**config.mk**
```make
export PLATFORM = sky130hd
export DESIGN_NAME = ahb_slv_router
export DESIGN_NICKNAME = d
export VERILOG_FILES = /design/src/rtl/ahb_fir_pkg.sv /design/src/rtl/ahb_default_slv.sv /design/src/rtl/ahb_slv_router.sv
export SDC_FILE = /design/constraint.sdc
export NUM_CORES = 1
export LEC_CHECK = 0
export CORE_MARGIN = 8
export CORE_UTILIZATION = 24
export CTS_CLUSTER_DIAMETER = 150
export CTS_CLUSTER_SIZE = 25
export DETAILED_ROUTE_END_ITERATION = 7
export PLACE_DENSITY = 0.9
export SETUP_SLACK_MARGIN = 0.15
export SLEW_MARGIN = 5
export SYNTH_ARGS = -nofsm -noshare
export SYNTH_HDL_FRONTEND = slang
export SYNTH_SLANG_ARGS = --single-unit
```
**constraint.sdc**
```tcl
create_clock -name hclk -period 2.24 [get_ports hclk]
set_clock_uncertainty 0.15 [all_clocks]
set_input_delay 0.448 -clock hclk [delete_from_list [all_inputs] [get_ports hclk]]
set_output_delay 0.448 -clock hclk [all_outputs]
set_load 0.05 [all_outputs]
```
**src/rtl/ahb_fir_pkg.sv**
```systemverilog
// Shared types and default address map for the FIR subsystem AHB-Lite fabric.
package ahb_fir_pkg;

  localparam int FIR_NSLV   = 4;
  localparam int FIR_AWIDTH = 32;
  localparam int FIR_DWIDTH = 32;

  typedef enum logic [1:0] {
    HT_IDLE   = 2'd0,
    HT_BUSY   = 2'd1,
    HT_NONSEQ = 2'd2,
    HT_SEQ    = 2'd3
  } htrans_t;

  typedef enum logic [1:0] {
    OKAY = 2'd0,
    ERR1 = 2'd1,
    ERR2 = 2'd2
  } def_state_t;

  // Four 256 MB regions stacked from address zero; index 0 is the rightmost entry.
  localparam logic [FIR_NSLV-1:0][FIR_AWIDTH-1:0] FIR_SLV_BASE = {
    32'h3000_0000, 32'h2000_0000, 32'h1000_0000, 32'h0000_0000
  };
  localparam logic [FIR_NSLV-1:0][FIR_AWIDTH-1:0] FIR_SLV_MASK = {
    32'hF000_0000, 32'hF000_0000, 32'hF000_0000, 32'hF000_0000
  };

  // NONSEQ and SEQ are the only transfer types that demand a response.
  function automatic logic trans_active(input logic [1:0] t);
    return t[1];
  endfunction

endpackage

```
**src/rtl/ahb_default_slv.sv**
```systemverilog
// Default slave: answers unmapped NONSEQ/SEQ with the two-cycle AHB ERROR
// response and unmapped IDLE/BUSY with a zero-wait OKAY.
module ahb_default_slv
  import ahb_fir_pkg::*;
(
  input  logic       hclk,
  input  logic       hresetn,
  input  logic       hready,
  input  logic [1:0] htrans,
  input  logic       unmapped,
  output logic       hreadyout,
  output logic       hresp,
  output def_state_t state
);

  def_state_t r_state;
  logic       r_hreadyout;
  logic       r_hresp;
  logic       w_accept;

  // An unmapped transfer needing a response is accepted only when the bus completes.
  assign w_accept = hready & trans_active(htrans) & unmapped;

  // State and its registered response outputs advance together.
  always_ff @(posedge hclk or negedge hresetn) begin
    if (!hresetn) begin
      r_state     <= OKAY;
      r_hreadyout <= 1'b1;
      r_hresp     <= 1'b0;
    end else begin
      case (r_state)
        OKAY: begin
          if (w_accept) begin
            r_state     <= ERR1;
            r_hreadyout <= 1'b0;
            r_hresp     <= 1'b1;
          end
        end
        ERR1: begin
          r_state     <= ERR2;
          r_hreadyout <= 1'b1;
          r_hresp     <= 1'b1;
        end
        ERR2: begin
          if (w_accept) begin
            r_state     <= ERR1;
            r_hreadyout <= 1'b0;
            r_hresp     <= 1'b1;
          end else begin
            r_state     <= OKAY;
            r_hreadyout <= 1'b1;
            r_hresp     <= 1'b0;
          end
        end
        default: begin
          r_state     <= OKAY;
          r_hreadyout <= 1'b1;
          r_hresp     <= 1'b0;
        end
      endcase
    end
  end

  assign hreadyout = r_hreadyout;
  assign hresp     = r_hresp;
  assign state     = r_state;

endmodule

```
**src/rtl/ahb_slv_router.sv**
```systemverilog
// AHB-Lite slave-side router: programmable region decode, registered
// data-phase select, and response/read-data mux back to the master.
// Handshake: a transfer's address phase is accepted on a rising hclk edge
// with hready=1; its data phase ends on the next rising edge with hready=1,
// and every slave sees the same hready so all phases stay in lockstep.
module ahb_slv_router
  import ahb_fir_pkg::*;
#(
  parameter int NSLV   = FIR_NSLV,
  parameter int AWIDTH = FIR_AWIDTH,
  parameter int DWIDTH = FIR_DWIDTH,
  parameter logic [NSLV-1:0][AWIDTH-1:0] SLV_BASE = FIR_SLV_BASE,
  parameter logic [NSLV-1:0][AWIDTH-1:0] SLV_MASK = FIR_SLV_MASK
) (
  input  logic                   hclk,
  input  logic                   hresetn,
  input  logic [AWIDTH-1:0]      haddr,
  input  logic [1:0]             htrans,
  output logic [NSLV-1:0]        hsel,
  input  logic [NSLV*DWIDTH-1:0] hrdata_s,
  input  logic [NSLV-1:0]        hreadyout_s,
  input  logic [NSLV-1:0]        hresp_s,
  output logic [DWIDTH-1:0]      hrdata,
  output logic                   hready,
  output logic                   hresp
);

  // One extra code beyond the slaves names the default slave.
  localparam int SW = $clog2(NSLV + 1);
  localparam logic [SW-1:0] DEF_IDX = SW'(NSLV);

  logic              w_hit;
  logic [SW-1:0]     w_idx;
  logic [SW-1:0]     r_dsel;
  logic [DWIDTH-1:0] w_hrdata;
  logic              w_hready;
  logic              w_hresp;
  logic              w_def_ready;
  logic              w_def_resp;
  def_state_t        w_def_state;

  // Region decode; scanning downward lets the lowest matching index win.
  always_comb begin
    w_hit = 1'b0;
    w_idx = DEF_IDX;
    for (int i = NSLV - 1; i >= 0; i--) begin
      if ((haddr & SLV_MASK[i]) == SLV_BASE[i]) begin
        w_hit = 1'b1;
        w_idx = SW'(i);
      end
    end
  end

  // One-hot address-phase select, forced quiet while reset is held.
  always_comb begin
    hsel = '0;
    for (int i = 0; i < NSLV; i++) begin
      hsel[i] = hresetn & w_hit & (w_idx == SW'(i));
    end
  end

  // Data-phase owner follows the address phase only when the bus completes.
  always_ff @(posedge hclk or negedge hresetn) begin
    if (!hresetn) begin
      r_dsel <= DEF_IDX;
    end else if (w_hready) begin
      r_dsel <= w_idx;
    end
  end

  ahb_default_slv u_def (
    .hclk      (hclk),
    .hresetn   (hresetn),
    .hready    (w_hready),
    .htrans    (htrans),
    .unmapped  (~w_hit),
    .hreadyout (w_def_ready),
    .hresp     (w_def_resp),
    .state     (w_def_state)
  );

  // Response mux keyed only by the registered select, so it cannot move mid-wait.
  always_comb begin
    w_hrdata = '0;
    w_hready = w_def_ready;
    w_hresp  = w_def_resp;
    for (int i = 0; i < NSLV; i++) begin
      if (r_dsel == SW'(i)) begin
        w_hrdata = hrdata_s[i*DWIDTH +: DWIDTH];
        w_hready = hreadyout_s[i];
        w_hresp  = hresp_s[i];
      end
    end
  end

  assign hrdata = w_hrdata;
  assign hready = w_hready;
  assign hresp  = w_hresp;

  // The first ERROR cycle of the default slave must always stall the bus.
  a_def_err1_stalls: assert property (@(posedge hclk) disable iff (!hresetn)
    ((r_dsel == DEF_IDX) && (w_def_state == ERR1)) |-> !hready);

  // Never more than one slave selected in the address phase.
  a_hsel_onehot0: assert property (@(posedge hclk) $onehot0(hsel));

endmodule

```
==> results of run 1 <==
cell type report:
class,instances,area share
repair buffers,196,0.566
clock buffers,4,0.0107
flip-flops and latches,7,0.0426
multi-input cells,96,0.355
inverters,4,0.00357
well taps,75,0.0223
registers in the layout, indices dropped and copies added (netlist names):
register / flops
r_dsel: 3
u_def.state: 2
u_def.hreadyout: 1
u_def.hresp: 1
routing by layer:
metal,track usage,up-vias,part of all wire,routed length (µm)
met1,0.191,959,0.32,2700
met4,0.0295,0,0.012,102
met2,0.390,105,0.60,5060
li1,-,861,-,-
met5,0,-,0,0
met3,0.0441,14,0.069,585
cells by family (layout without fill, tap and decap cells):
group / after synthesis / after routing / synth area share
DFF: 7 / 7 / 0.124
and+or+nand+nor: 47 / 47 / 0.193
muxes: 38 / 38 / 0.556
buffers and inverters: 16 / 204 / 0.0549
AOI/OAI and AO/OA: 11 / 11 / 0.0724
power groups by stage:
| stage | registers (mW) | clock network (mW) | logic, mW |
|---|---|---|---|
| 2_1_floorplan | 0.199 | 0 | 0.989 |
| 6_report | 0.234 | 0.186 | 1.79 |
| 5_1_grt | 0.238 | 0.192 | 1.89 |
| 3_3_place_gp | 0.226 | 0 | 1.59 |
| 3_5_place_dp | 0.229 | 0 | 1.63 |
| 4_1_cts | 0.230 | 0.186 | 1.78 |
stage by stage:
step / std cells / area [µm²]
floorplan: 119 / 1630
global placement: 371 / 3940
detailed placement: 371 / 3940
CTS: 382 / 4180
global route: 382 / 4200
finish: 382 / 4200
Yosys cell counts, drive strengths merged (2+ instances only):
cell,n,area share
buf,6,0.029
clkbuf,6,0.016
dfrtp,5,0.087
dfstp,2,0.037
inv,4,0.010
mux2,4,0.031
mux4,33,0.52
nand2,2,0.0052
nor2,6,0.016
nor2b,33,0.14
nor3,2,0.0070
o2bb2ai,2,0.012
cells in the final DEF (no fill, tap or decap), types with 3 or more instances in the layout:
| cell type | instances |
|---|---|
| sky130_fd_sc_hd__nor2_1 | 3 |
| sky130_fd_sc_hd__dfrtp_1 | 4 |
| sky130_fd_sc_hd__mux2_4 | 4 |
| sky130_fd_sc_hd__inv_1 | 4 |
| sky130_fd_sc_hd__buf_6 | 4 |
| sky130_fd_sc_hd__nor2b_4 | 32 |
| sky130_fd_sc_hd__buf_4 | 6 |
| sky130_fd_sc_hd__clkbuf_8 | 3 |
| sky130_fd_sc_hd__dlygate4sd2_1 | 9 |
| sky130_fd_sc_hd__clkdlybuf4s50_1 | 133 |
| sky130_fd_sc_hd__mux4_2 | 33 |
| sky130_fd_sc_hd__buf_12 | 41 |
final timing paths:
kind,startpoint,endpoint,slack (ns),depth (start not counted)
setup / recovery,r_dsel[0]$_DFFE_PN0N_,hresp,-0.09,4
hold / removal,hresetn,u_def.state[0]$_DFFE_PN0P_,0.27,2
setup reg to reg,r_dsel[0]$_DFFE_PN0N_,r_dsel[1]$_DFFE_PN0N_,0.10,7
hold reg to reg,u_def.state[1]$_DFFE_PN0P_,u_def.state[1]$_DFFE_PN0P_,0.32,1
max in group asynchronous,hresetn,r_dsel[2]$_DFFE_PN1N_,1.47,2
min in group hclk,u_def.state[1]$_DFFE_PN0P_,u_def.state[1]$_DFFE_PN0P_,0.32,1
what timing repair did:
item / CTS / global route
cloned: 1 / 0
pin swaps: 3 / 1
resized for setup: 39 / 5
setup buffers: 6 / 0
setup endpoints to repair: 38 / 36
==> summary.md, run 1 <==
The flow ran to the end, but the final reports show violations. The checks that failed: negative setup slack. The proportion of synthesized chip area in sequential cells is 0.124, and the hold violation count in the final report is 0. For the sequential group share of total power, the log shows 0.106.

In this run the static leakage power is 1.58 nW. The number of H-tree branching levels was 1. The floorplan step set the die height to 93.3 µm. At the worst endpoint, the arrival time is 1.73 ns.

Together, buffers and inverters on the worst path number 2. Setup repair after global routing could not meet its margin everywhere. Yosys printed 0 warnings.

For this run, the detailed router's first-pass iteration total came to 4. For the pre-CTS setup slack, the log shows -0.122 ns. The biggest cell delay along the critical path is 0.49 ns, and the area of the multi-input gates is 0.00149 mm². The ratio of final minimum period to clock period is 1.04, and the antenna diode count is 0. The final wirelength came out at 8450 µm. The tools report the element type at the critical path end as a primary output. The run gives 0.718 as the final standard cell utilization of the core. The clock group share of total power was 0.084; the quantity of hold-fixing buffers added after cts was 0. The root buffer cell chosen for the clock tree is sky130_fd_sc_hd__clkbuf_8. Summed over all nets, the switching power comes to 0.839 mW. The die covers 0.00871 mm². The CTS clock-pin slew for the worst setup and hold paths works out to 0.04 ns.

The number of slew-limit violations in the final report came out at 0. The count of distinct cell types in the synthesized netlist came out at 28. Broken down by cell family, the worst path's largest delay share belongs to multiplexers. The number of fill cells was 385. The path class of the tightest hold or removal check is primary input to async pin. For this run, design rule violations remaining after detail routing come to 0. From left edge to right edge, the die measures 93.3 µm.

The routability congestion estimate from global placement is 0.841. For the pin with the worst max-slew slack, the measured transition is 0.445 ns. For this block, the via count after detailed routing is 1,939. The post-synthesis to final-layout area growth came out at 193%.

VDD sags by at most 681 µV. The run gives 6880 µm as the HPWL after detailed placement. The run gives 0 as the number of antenna violations at the first check in global routing.

Final hold analysis gives a worst-case slack of 0.266 ns. The internal power of the cells totals 1.37 mW. In the final routed layout, each cell accounts on average for 22.1 µm. Setup total negative slack on the finished layout was measured at -1.49 ns. The largest individual stage delay along the critical path comes from the cell sky130_fd_sc_hd__mux4_2. Across the whole layout, storage elements account for 179 µm². The number of global-route vias before repair is 2,370, and the minimum period implied by the final worst setup slack is 2.33 ns.

The logs give 3 for the CTS buffer count and 34 for the final count of negative-setup-slack endpoints. The via-per-instance ratio was 5.08; the clock insertion delay at the later pin of the skew report was 0.23 ns. For the synthesized area, the log shows 0.00144 mm². The logs give 28 for the number of rows created at floorplan and 119 for the number of cells produced by synthesis. Static timing analysis puts the maximum clock frequency at 429 MHz.

The mean cell area of the mapped netlist is 12.1 µm², and the global router's overall resource usage is 0.192. The count of nets left with antenna violations once routing finished came out at 0. The first global-routing pass estimated 13,100 µm of wire. Worst-case headroom to the max-slew limit: 0.699.

Power comes to 2.21 mW. The switching power share of the total is 0.379, and the count of max-cap constraint violations is 0. The fraction of synthesis flops using an asynchronous set or reset pin came out at 1.00. For this design, the sink count on the clock tree is 7. The class of the most critical setup path is register to primary output. The worst setup path is launched from a register. STA puts the critical path data required time at 1.64 ns. Traced cell by cell, the critical path runs through buf_6 -> mux4_2 -> mux2_4 -> buf_8.

Counting flops with a built-in enable in the synthesized netlist gives 0. The run gives 0.810 as the share of total power in combinational logic. The run gives 0.245 as the starting density of the core. Input and output buffers added on the ports amount to 180.

Along the worst path, the maximum fanout reaches 4. The share of final-layout standard cells stronger than drive strength 1 was 0.453. For this run, the leading register cell type out of synthesis is sky130_fd_sc_hd__dfrtp_1. The synthesized design contains 7 register bits.

The count of routing violations after the opening detailed-route iteration is 34, and the synthesized netlist net count is 291. TritonCTS built the clock tree. For this run the aggregate overflow at the end of global routing stands at 0.

After the last flow step, the layout net total stands at 480. The core region is 0.00585 mm². Largest net degree at the start of global routing: 25.

For the setup slack of the critical path after layout, the log shows -0.0928 ns. The number of top-level design ports came out at 210. The longest clock path from root to sink contains 2 buffers.

Power spread over the standard cell area amounts to 526 mW/mm².
(Power assumes the default switching activity.)
==> inputs of run 2 (changes only) <==
Settings changed: CAP_MARGIN from default to 10.
==> results of run 2 <==
Final layout, timing and power as in run 1 (identical DEF).
